[src/rtl/jtframe_msg_writer.sv]
// Write-side companion of the message character RAM: turns a valid/ready byte stream of
// printable codes and control bytes into RAM writes while tracking a text cursor.
module jtframe_msg_writer #(
  parameter int unsigned SW      = 10,
  parameter int unsigned COLW    = 5,
  parameter logic [7:0]  CLRCHAR = 8'h20
) (
  input  logic          clk,
  input  logic          rst_n,
  input  logic          s_valid,
  input  logic [7:0]    s_data,
  output logic          s_ready,
  output logic          busy,
  output logic [SW-1:0] cursor,
  output logic [SW-1:0] wr_addr,
  output logic [7:0]    wr_data,
  output logic          wr_en
);

  localparam int unsigned ROWW = SW - COLW;

  typedef enum logic [1:0] {StIdle, StPosCol, StPosRow, StClear} state_e;

  state_e        r_state;
  logic [SW-1:0] r_cursor;
  logic [SW-1:0] r_wr_addr;
  logic [7:0]    r_wr_data;
  logic          r_wr_en;

  logic w_accept;
  logic w_printable;

  assign s_ready     = rst_n & (r_state != StClear);
  assign busy        = (r_state == StClear);
  assign w_accept    = s_valid & s_ready;
  assign w_printable = (s_data >= 8'h20);

  assign cursor  = r_cursor;
  assign wr_addr = r_wr_addr;
  assign wr_data = r_wr_data;
  assign wr_en   = r_wr_en;

  always_ff @(posedge clk or negedge rst_n) begin
    if (!rst_n) begin
      r_state   <= StIdle;
      r_cursor  <= '0;
      r_wr_addr <= '0;
      r_wr_data <= '0;
      r_wr_en   <= 1'b0;
    end else begin
      r_wr_en <= 1'b0;
      unique case (r_state)
        StIdle: begin
          if (w_accept) begin
            if (w_printable) begin
              r_wr_en   <= 1'b1;
              r_wr_addr <= r_cursor;
              r_wr_data <= s_data;
              // {row,col} increment: col carry rolls into row, row carry drops off
              r_cursor  <= r_cursor + SW'(1);
            end else begin
              case (s_data)
                8'h01: begin
                  // First clear write is issued here so writes line up with busy
                  r_state   <= StClear;
                  r_wr_en   <= 1'b1;
                  r_wr_addr <= '0;
                  r_wr_data <= CLRCHAR;
                end
                8'h02:   r_cursor <= '0;
                8'h0D:   r_cursor[COLW-1:0] <= '0;
                8'h0A:   r_cursor <= {r_cursor[SW-1:COLW] + ROWW'(1), COLW'(0)};
                8'h10:   r_state <= StPosCol;
                default: ;
              endcase
            end
          end
        end
        StPosCol: begin
          if (w_accept) begin
            r_cursor[COLW-1:0] <= s_data[COLW-1:0];
            r_state            <= StPosRow;
          end
        end
        StPosRow: begin
          if (w_accept) begin
            r_cursor[SW-1:COLW] <= s_data[ROWW-1:0];
            r_state             <= StIdle;
          end
        end
        StClear: begin
          if (&r_wr_addr) begin
            r_cursor <= '0;
            r_state  <= StIdle;
          end else begin
            r_wr_en   <= 1'b1;
            r_wr_addr <= r_wr_addr + SW'(1);
          end
        end
      endcase
    end
  end

endmodule
[config.mk]
export PLATFORM = sky130hd
export DESIGN_NAME = jtframe_msg_writer
export DESIGN_NICKNAME = d
export VERILOG_FILES = /design/src/rtl/jtframe_msg_writer.sv
export SDC_FILE = /design/constraint.sdc
export NUM_CORES = 1
export LEC_CHECK = 0
export CAP_MARGIN = 20
export CORE_ASPECT_RATIO = 1.1
export CORE_MARGIN = 4
export CORE_UTILIZATION = 52
export DETAILED_ROUTE_END_ITERATION = 6
export MAX_ROUTING_LAYER = met4
export PLACE_DENSITY = 0.8
export SLEW_MARGIN = 10
export SYNTH_ARGS = -nofsm -noshare
export SYNTH_HDL_FRONTEND = slang
export SYNTH_SLANG_ARGS = --single-unit
[constraint.sdc]
create_clock -name clk -period 2.5 [get_ports clk]
set_input_delay 0.5 -clock clk [delete_from_list [all_inputs] [get_ports clk]]
set_output_delay 0.5 -clock clk [all_outputs]
set_load 0.05 [all_outputs]
Word-level counts from Yosys, hierarchy flattened

Cells that the tools add are included.

Register bits after elaboration: 31
Output and inout port bits: 31

Add/subtract/negate cells: 3
Magnitude comparators: 1
Eq/ne operators: 19
Mux-type cells: 27
Bitwise logic cells: 2
Reduce and logical (&&, ||, !) cells: 12

Operator list:

| kind                                                              | number |
|---|---|
| two-way mux 10 bit                                                | 7 |
| case mux 5 bit (3 select lines)                                   | 2 |
| adder 10 x 1 -> 10 bit, second input constant                     | 2 |
| case mux 10 bit (2 select lines)                                  | 1 |
| equality test 8 x 4 -> 1 bit, second input constant               | 2 |
| two-way mux 8 bit                                                 | 2 |
| != test 2 bit, second input constant                              | 6 |
| two-way mux 2 bit                                                 | 5 |
| two-way mux 5 bit                                                 | 2 |
| case mux 5 bit (2 select lines)                                   | 1 |
| AND reduction 10 bit                                              | 1 |
| AND reduction 5 bit                                               | 2 |
| equality test 8 x 1 -> 1 bit, second input constant               | 1 |
| equality test 8 x 2 -> 1 bit, second input constant               | 1 |
| equality test 8 x 5 -> 1 bit, second input constant               | 1 |
| greater-or-equal comparator 8 x 6 -> 1 bit, second input constant | 1 |
| case mux 2 bit (4 select lines)                                   | 1 |
| AND reduction 6 bit                                               | 1 |
| nonzero test 3 bit                                                | 2 |
| adder 5 x 1 -> 5 bit, second input constant                       | 1 |
| equality test 2 bit, second input constant                        | 2 |
| two-way mux 1 bit                                                 | 4 |
| != test 4 x 2 -> 1 bit, second input constant                     | 1 |
| case mux 2 bit (2 select lines)                                   | 1 |
| 12 further kinds                                                  | 14 |

Logic depth before layout (Yosys ltp)

Word-level depth: 6
Mapped depth: 9
Depth with buffers taken out: 7

Worst setup path after synthesis

Ideal clock, no wire load.

Path kind: flip-flop to output port
Start point: reg r_state[0]
End point: out s_ready
Arrival time: 2.006 ns
Data required time: 2.000 ns
Slack: -0.006 ns
Stages on the path, launching flop included: 5
Buffers on the path: 2
Cell sequence: dfrtp_1 > ha_1 > clkbuf_8 > clkbuf_1 > nor2b_1

Cells in the longest elaborated chain, start to end: 2

RTL lines:

| item                   | line | RTL |
|---|---|---|
| start, declared        | 24   | `state_e r_state;` |
| start signal, assigned | 45   | `r_state <= StIdle;` |
| start signal, assigned | 65   | `r_state <= StClear;` |
| start signal, assigned | 73   | `8'h10: r_state <= StPosCol;` |
| != test 2 bit          | 33   | `assign s_ready = rst_n & (r_state != StClear);` |
| AND 1 bit              | 33   |  |
| end, declared          | 12   | `output logic s_ready,` |

No other way between the ends.

Worst setup path in the final report

Start point: in rst_n
End point: out s_ready

Cells in the longest elaborated chain, start to end: 1

RTL lines:

| item            | line | RTL |
|---|---|---|
| start, declared | 9    | `input logic rst_n,` |
| AND 1 bit       | 33   |  |

No other way between the ends.

==> results.ini <==
[status]
status = completed

[worst_setup_path]
critPathLaunchType = primary input
r2r_end = cursor[2]
critical_path.max_fanout = 18
critPathArrivalTime_ns = 1.79
worstSetupPathType = primary input to primary output
cp-end-kind = primary output
critPathRequiredTime_ns = 2.00
reg2reg_depth = 7
worstReg2RegStart = r_state[0]
reg2reg_setup_slack_ns = 0.40

[worst_hold_path]
whs_path_depth = 1
worstHoldPathType = flip-flop to flip-flop
hold_start = wr_data[7]
min_to = wr_data[7]

[cts]
cts.repair.resized = 0
cts_tree = done
cts_made_buffers = 5
clk_latency_ns = 0.28
post_cts_buffers = 0
clockBufferDepth = 2
clk_pin_slew_ns = 0.06
cts_root_buf = clkbuf_8
ctsHoldBuffers = 0
htreeDepth = 2
cts.sinks = 31

[floorplan]
row_count = 24
fp.dieH_um = 75.5
dieArea_um2 = 5240
core_um2 = 3990
start_util_pct = 53.9
pin_count = 42
die_width_um = 69.4

[timing]
finClkSkew_ns = 0.00698
worst_pin_slew_ns = 0.514
setup_viol = 0
fin_crit_sh_pct = 91.5
report.final.slew_viol_count = 0
relSlewSlack_pct = 65.5
setup_tns_ns = 0
final-hold-violation-count = 0
min_period_ns = 2.29
rsz0062_at_grt = false
clock.fmax_mhz = 437

[route]
drt_pass1_iterations = 4
drt-wirelength-per-cell_um = 16.4
drtIter0Drc = 129
vias_per_cell = 5.95
antenna_left = 0
remaining_drc_errors = 0
num_vias = 2063
routed_wl_mm = 5.70

[final_layout]
design_area_um2 = 2780
nets = 315
fin_cells = 347
final_common_cell = clkdlybuf4s50_1
diodes = 0
drive_gt1_share_pct = 16.3
layout_common_cells = 39 x clkdlybuf4s50_1, 31 x dfrtp_1, 21 x o21ai_0, 21 x a21oi_1, 21 x nand2_1
syn2layout_area_growth_pct = 29.2

[synth]
syn_inst = 241
yosys.area_share.xor_xnor_pct = 0.407
syn_avg_cell_area_um2 = 8.93
synth_edf_count = 0
ys.flop_type = dfrtp_1
synth_compound_area_share_pct = 26.2
ys_async_sr_fraction_pct = 100
synth_top_area_share_pct = 36.0
ys_seq_area_share_pct = 36.0
ys_warn_count = 0
synth_top_family_by_area = compound AO/OA/AOI/OAI gates
synth_area_leader_cell = dfrtp_1
syn_area_um2 = 2150
synth_area_leaders = dfrtp_1 36%, a21oi_1 4.9%, o21ai_0 4.9%
synth_fa_ha_area_share_pct = 4.65
synth_cell_types = 62
synthSimpleGateAreaFrac_pct = 24.3
muxShareOfSynthArea_pct = 2.61
synth_nets = 260
ys_ff_latch = 31

[grt]
grt_overflow = 0
grt_pass1_vias = 2045
grt_pass1_wl_mm = 9.28
grt_max_degree = 20
antenna_found_initial = 0
grt_util_all_layers_pct = 23.0

[placed_design]
place_inst = 341
place.gp.congestion = 1.01
placed_area_um2 = 2710
io_buffers = 41
hpwl_mm = 4.28

[pwr]
ir_drop_uv = 1010
p_total_mw = 4.34
power_leakage_nw = 1.15
p_per_area_nw_per_um2 = 1560

[run]
cap_viol_max_count = 0

synth_stat cells, types with 2 or more instances:
master	count
buf_4	2
nor4_1	2
and3_1	3
a21o_1	2
inv_1	12
nand2_1	21
a211oi_1	3
nand3_1	17
nor3b_1	3
mux2_2	5
o21ai_0	21
buf_6	2
o21ai_1	4
and3_2	3
a21oi_1	21
a22o_1	3
ha_1	8
or3_4	2
buf_2	2
nand2b_1	2
dfrtp_1	31
and2_1	2
nor2_1	15
o32ai_1	2
nor3_1	6
nand4_1	4
o21a_1	2
o211ai_1	2
clkbuf_1	4
o31ai_1	3
cell type report:
type                       instances  area [um2]
sequential                        31         776
tap                               52        65.1
clock buffer                       6        72.6
fill                             341        1210
timing repair buffer              59         566
multi-input combinational        186        1250
inverter                          13        48.8
logic make-up after synthesis:
group,count (synthesis)
XOR/XNOR,1
buffers and inverters,24
AO/OA/AOI/OAI,81
adder cells (fa/ha/maj),8
flip-flops,31
multiplexers,5
AND/OR/NAND/NOR,91
flip-flops by register name, indices dropped and copies added, names as in the netlist:
signal / flops
wr_data: 8
wr_addr: 10
wr_en: 1
r_state: 2
cursor: 10
where the power goes:
part	leakage, nW	internal [mW]	total (mW)	switching [mW]
registers	0.382	0.753	1.05	0.293
logic	0.730	1.12	2.93	1.82
clock network	0.0371	0.185	0.365	0.180
worst max-delay path: stages:
cell and delay [ns]:
clkdlybuf4s50_1 0.59, buf_4 0.31, nor2b_2 0.24, buf_12 0.15
stage by stage:
step / hold WS [ns] / util (%) / setup WS (ns)
detailed placement: 0.505 / 67.9 / 0.0694
global route: 0.536 / 69.7 / 0.115
global placement: 0.492 / 67.9 / 0.0822
floorplan: 0.204 / - / 0.245
finish: 0.511 / 69.7 / 0.214
CTS: 0.519 / 69.7 / 0.195
layer usage:
| metal | part of all wire, % | GRT usage, % | vias to the layer above | wire length [um] |
|---|---|---|---|---|
| li1 | - | - | 1000 | - |
| met1 | 43 | 26.6 | 971 | 2450 |
| met2 | 49 | 39.6 | 81 | 2800 |
| met3 | 5.9 | 4.75 | 11 | 334 |
| met4 | 2.0 | 9.54 | 0 | 112 |
| met5 | 0 | - | - | 0 |
worst max-delay path by stage:
stage	endpoint	from	slack, ns
global route	s_ready	rst_n	0.12
global placement	wr_addr[9]	s_data[0]	0.08
floorplan	s_ready	r_state[0]	0.25
CTS	s_ready	rst_n	0.19
detailed placement	cursor[2]	s_data[0]	0.07
finish	s_ready	rst_n	0.21
Note: power is estimated with default switching activity, not from simulation.
